### src/rtl/jam_cost_table.sv
`default_nettype none
// ============================================================================
// Module      : jam_cost_table
// Description : 8x8 cost table for an assignment matcher. It loads row-major,
//               reads out combinationally, and tracks the sum of the row minima.
// Revision    : 1.0 - initial release
// ============================================================================
module jam_cost_table #(
    parameter int COST_W = 7
) (
    input  logic              CLK,
    input  logic              RST,
    input  logic              start,
    input  logic              load_valid,
    input  logic [COST_W-1:0] load_data,
    output logic              load_ready,
    input  logic [2:0]        W,
    input  logic [2:0]        J,
    output logic [COST_W-1:0] Cost,
    output logic              table_ready,
    output logic              jam_rst,
    output logic [9:0]        LowerBound
);

    localparam int c_ENTRIES = 64;

    typedef enum logic [1:0] {
        IDLE  = 2'd0,
        LOAD  = 2'd1,
        READY = 2'd2
    } state_t;

    state_t            r_state_q, w_state_d;
    logic [5:0]        r_cnt_q, w_cnt_d;
    logic [COST_W-1:0] r_row_min_q, w_row_min_d;
    logic [9:0]        r_lb_q, w_lb_d;
    logic              r_jam_rst_q, w_jam_rst_d;
    logic              w_we;
    logic [COST_W-1:0] w_min;
    logic [COST_W-1:0] r_mem [c_ENTRIES];

    // The first entry of each row seeds the running minimum.
    assign w_min = ((r_cnt_q[2:0] == 3'd0) || (load_data < r_row_min_q))
                   ? load_data : r_row_min_q;

    always_comb begin
        w_state_d   = r_state_q;
        w_cnt_d     = r_cnt_q;
        w_row_min_d = r_row_min_q;
        w_lb_d      = r_lb_q;
        w_jam_rst_d = (r_state_q != READY);
        w_we        = 1'b0;
        case (r_state_q)
            IDLE: begin
                if (start) begin
                    w_state_d = LOAD;
                    w_cnt_d   = 6'd0;
                    w_lb_d    = 10'd0;
                end
            end
            LOAD: begin
                if (start) begin
                    w_cnt_d = 6'd0;
                    w_lb_d  = 10'd0;
                end else if (load_valid) begin
                    w_we        = 1'b1;
                    w_cnt_d     = r_cnt_q + 6'd1;
                    w_row_min_d = w_min;
                    if (r_cnt_q[2:0] == 3'd7) begin
                        w_lb_d = r_lb_q + 10'(w_min);
                    end
                    if (r_cnt_q == 6'd63) begin
                        w_state_d = READY;
                    end
                end
            end
            READY: begin
                if (start) begin
                    w_state_d   = LOAD;
                    w_cnt_d     = 6'd0;
                    w_lb_d      = 10'd0;
                    // Hold the matcher in reset on the same edge the table goes stale.
                    w_jam_rst_d = 1'b1;
                end
            end
            default: begin
                w_state_d = IDLE;
            end
        endcase
    end

    always_ff @(posedge CLK or posedge RST) begin
        if (RST) begin
            r_state_q   <= IDLE;
            r_cnt_q     <= 6'd0;
            r_row_min_q <= '0;
            r_lb_q      <= 10'd0;
            r_jam_rst_q <= 1'b1;
        end else begin
            r_state_q   <= w_state_d;
            r_cnt_q     <= w_cnt_d;
            r_row_min_q <= w_row_min_d;
            r_lb_q      <= w_lb_d;
            r_jam_rst_q <= w_jam_rst_d;
        end
    end

    always_ff @(posedge CLK) begin
        if (w_we) begin
            r_mem[r_cnt_q] <= load_data;
        end
    end

    assign load_ready  = (r_state_q == LOAD);
    assign table_ready = (r_state_q == READY);
    assign jam_rst     = r_jam_rst_q;
    assign LowerBound  = r_lb_q;
    assign Cost        = table_ready ? r_mem[{W, J}] : '0;

endmodule
`default_nettype wire

### config.mk
export PLATFORM = sky130hd
export DESIGN_NAME = jam_cost_table
export DESIGN_NICKNAME = d
export VERILOG_FILES = /design/src/rtl/jam_cost_table.sv
export SDC_FILE = /design/constraint.sdc
export NUM_CORES = 1
export LEC_CHECK = 0
export CAP_MARGIN = 25
export CORE_UTILIZATION = 50
export DETAILED_ROUTE_END_ITERATION = 7
export PLACE_DENSITY_LB_ADDON = 0.3
export REMOVE_ABC_BUFFERS = 1
export SYNTH_ARGS = -nofsm -noshare
export SYNTH_HDL_FRONTEND = slang
export SYNTH_SLANG_ARGS = --single-unit
### constraint.sdc
create_clock -name CLK -period 6.6 [get_ports CLK]
set_input_delay 0.66 -clock CLK [delete_from_list [all_inputs] [get_ports CLK]]
set_output_delay 0.66 -clock CLK [all_outputs]
set_load 0.05 [all_outputs]
==> results.cfg <==
[outcome]
status = completed

[clocking]
path_clk_slew_ps = 60
ctsHoldBuffers = 0
tritoncts = built
htreeDepth = 2
clk_latency_ps = 580
clockBufferDepth = 3
cts-root-buf = clkbuf_16
clkSinkCount = 474
cts_made_buffers = 47
cts_setup_buffers = 0
post_cts_resized = 0

[pwr]
netSwitchingFraction_pct = 21.7
pwr-share-clk_pct = 40.0
p_comb_share_pct = 7.3
switching_power_mw = 1.37
ir_drop_v = 0.000247
seq_power_share_pct = 52.7
finalPower_mw = 6.34
powerDensity_nw_per_um2 = 295
p_leak_nw = 6.91
p_int_mw = 4.96

[global_route]
antenna_found_initial = 0
grt_pass1_wl_um = 63800
grt_util_all_layers_pct = 22.9
grt_max_degree = 67
overflow = 0
grt_pass1_vias = 9650

[finish]
nNetsFinal = 1078
regArea_um2 = 14100
fillers = 2798
multi_input_area_um2 = 4700
area_delta_synth_final_pct = 11.6
layout-drive-gt1-share_pct = 19.1
antenna_cells = 0
fin_area_um2 = 21400

[logic_synthesis]
synth_edf_count = 448
yosysSeqAreaShare_pct = 73.4
synth_ff_type = edfxtp_1
synth_area_um2 = 19200
synth-async-reset-ratio_pct = 5.49
synthCells = 987
yosysTopAreaCell = edfxtp_1
synth.avg_cell_area_um2 = 19.5
synth.distinct_cells = 61
synthTopCellsByArea = edfxtp_1 70%, mux4_2 12%, dfrtp_1 3.3%
yosys_warnings = 0
synth.top_cell.area_share_pct = 70.0
yosys_register_bits = 474

[placement]
io_buffer_count = 36
dp_hpwl_um = 26600
placed_area_um2 = 20000
finalWeightedCongestion = 0.941

[setup_path]
reg2reg_to = LowerBound[6]
cp_data_required_time_ps = 5940
crit_type = input port to output port
critPathMaxFanout = 20
worstPathArrival_ps = 4280
reg2reg_depth = 15
r2r_setup_slack_ps = 2770
end_kind = output port
r2r_start = r_cnt_q[1]
start_kind = input port

[timing]
setup-tns-final_ps = 0
max_slew_margin_pct = 30.1
finalClockSkew_ps = 19.7
hold_ws_ps = 386
finalCriticalPeriod_ps = 4940
timing_hold_violations_final = 0
period_share_pct = 74.8
fmax_ghz = 0.203
worst_pin_slew_ps = 1050
slew_violations = 0
setup_violations = 0
rsz0062_at_grt = no

[die]
die_y_um = 198
die_area_um2 = 39200
core_area_um2 = 37800
start_util_pct = 50.9
rows = 71
ios = 37
die_w_um = 198

[routing]
drc = 0
wirelength_um = 42600
ant_nets = 0
firstDrtPassIters = 6
drt_iter0_drc = 893
drt-vias-per-instance = 6.09
vias = 9686
wire_per_inst_um = 26.8

[run]
max_cap_violations = 0

[hold_path]
holdCritPathClass = input port to asynchronous set/reset pin
==> Yosys cell counts, types with 8 or more instances <==
cell,count
mux2_2,8
dfrtp_1,25
o22ai_1,10
a211oi_1,9
mux2i_1,15
nand2_1,38
nor2_1,80
ha_1,16
nand3_1,8
o21ai_0,16
a22o_1,9
inv_1,15
edfxtp_1,448
a21oi_1,25
nor3_1,12
buf_2,10
clkbuf_1,10
mux4_2,99
mux4_1,13
nor2b_1,16
buf_6,12
a22oi_1,9
==> cell usage in the layout (no fill, tap or decap), drive strengths merged, types with 2 or more instances in the layout <==
cell and instances:
edfxtp 448, mux4 112, nor2 81, clkbuf 60
nand2 38, buf 29, a21oi 27, clkdlybuf4s50 26
dfrtp 25, clkinv 21, o21ai 18, nor2b 16
ha 16, inv 15, mux2i 15, nor3 12
o22ai 10, a22oi 10, a22o 9, a211oi 9
nand3 8, mux2 8, nand2b 5, xnor2 5
a221oi 5, o221ai 4, and2 4, or3 4
nand4 3, a21o 3, a211o 3, bufinv 3
nand3b 2, a32oi 2, xor2 2, o31ai 2
and3 2, o21bai 2, and3b 2
==> area by class of cell <==
cell class              instances  area share [%]
clock buffers                  60            5.91
flip-flops and latches        474            65.8
well taps                     511            2.98
repair buffers                 55            2.32
clock inverters                24           0.828
multi-input cells             451            21.9
inverters                      15           0.263
==> stage by stage <==
stage | setup slack, ps | utilization, % | instances
6_report | 1660 | 56.8 | 1590
3_5_place_dp | 1650 | 53.0 | 1505
4_1_cts | 1640 | 56.8 | 1589
3_3_place_gp | 1830 | 52.9 | 1504
2_1_floorplan | 3050 | - | 940
5_1_grt | 1510 | 56.8 | 1590
==> layer usage <==
| layer | up-vias | share of wire [%] | GRT usage [%] |
|---|---|---|---|
| li1 | 4154 | - | - |
| met1 | 5045 | 43 | 34.4 |
| met2 | 437 | 47 | 35.2 |
| met3 | 50 | 8.0 | 3.46 |
| met4 | 0 | 1.9 | 6.72 |
| met5 | - | 0 | 0 |
==> kinds of logic (layout without fill, tap and decap cells) <==
family                     after synthesis  after routing  synth area share, %
DFF                                    474            474                 73.4
and+or+nand+nor                        180            180                 4.25
muxes                                  135            135                 14.6
AOI/OAI and AO/OA                      112            112                 4.13
buffers and inverters                   62            154                 2.14
adders and majority gates               17             17                 1.15
xor gates and xnor gates                 7              7                0.319
==> worst max-delay path by stage <==
stage                       startpoint       endpoint  slack, ps
final                             W[1]        Cost[4]       1660
after global routing              W[1]        Cost[2]       1510
after CTS                         W[1]        Cost[4]       1640
after detailed placement          W[1]        Cost[4]       1650
after global placement            W[1]        Cost[4]       1830
after floorplan           load_data[6]  LowerBound[6]       3050
==> sequential cells by signal (all words and copies together), names as in the netlist <==
| register | count |
|---|---|
| LowerBound | 10 |
| jam_rst | 1 |
| r_cnt_q | 6 |
| r_mem | 448 |
| r_row_min_q | 7 |
| r_state_q | 2 |
==> critical path, stage by stage <==
cell	delay (ps)
clkdlybuf4s50_1	1150
nor2b_1	780
a22oi_1	210
a21oi_1	190
a21oi_1	50
o22ai_1	330
clkdlybuf4s50_1	880
==> power groups by stage <==
stage	sequential [mW]	clock, mW	combinational, mW
after global routing	3.34	2.68	0.510
after detailed placement	3.40	0	0.468
final	3.34	2.53	0.465
after floorplan	3.42	0	0.240
after global placement	3.40	0	0.456
after CTS	3.34	2.56	0.469
No activity file was read; power rests on OpenSTA's default activity.
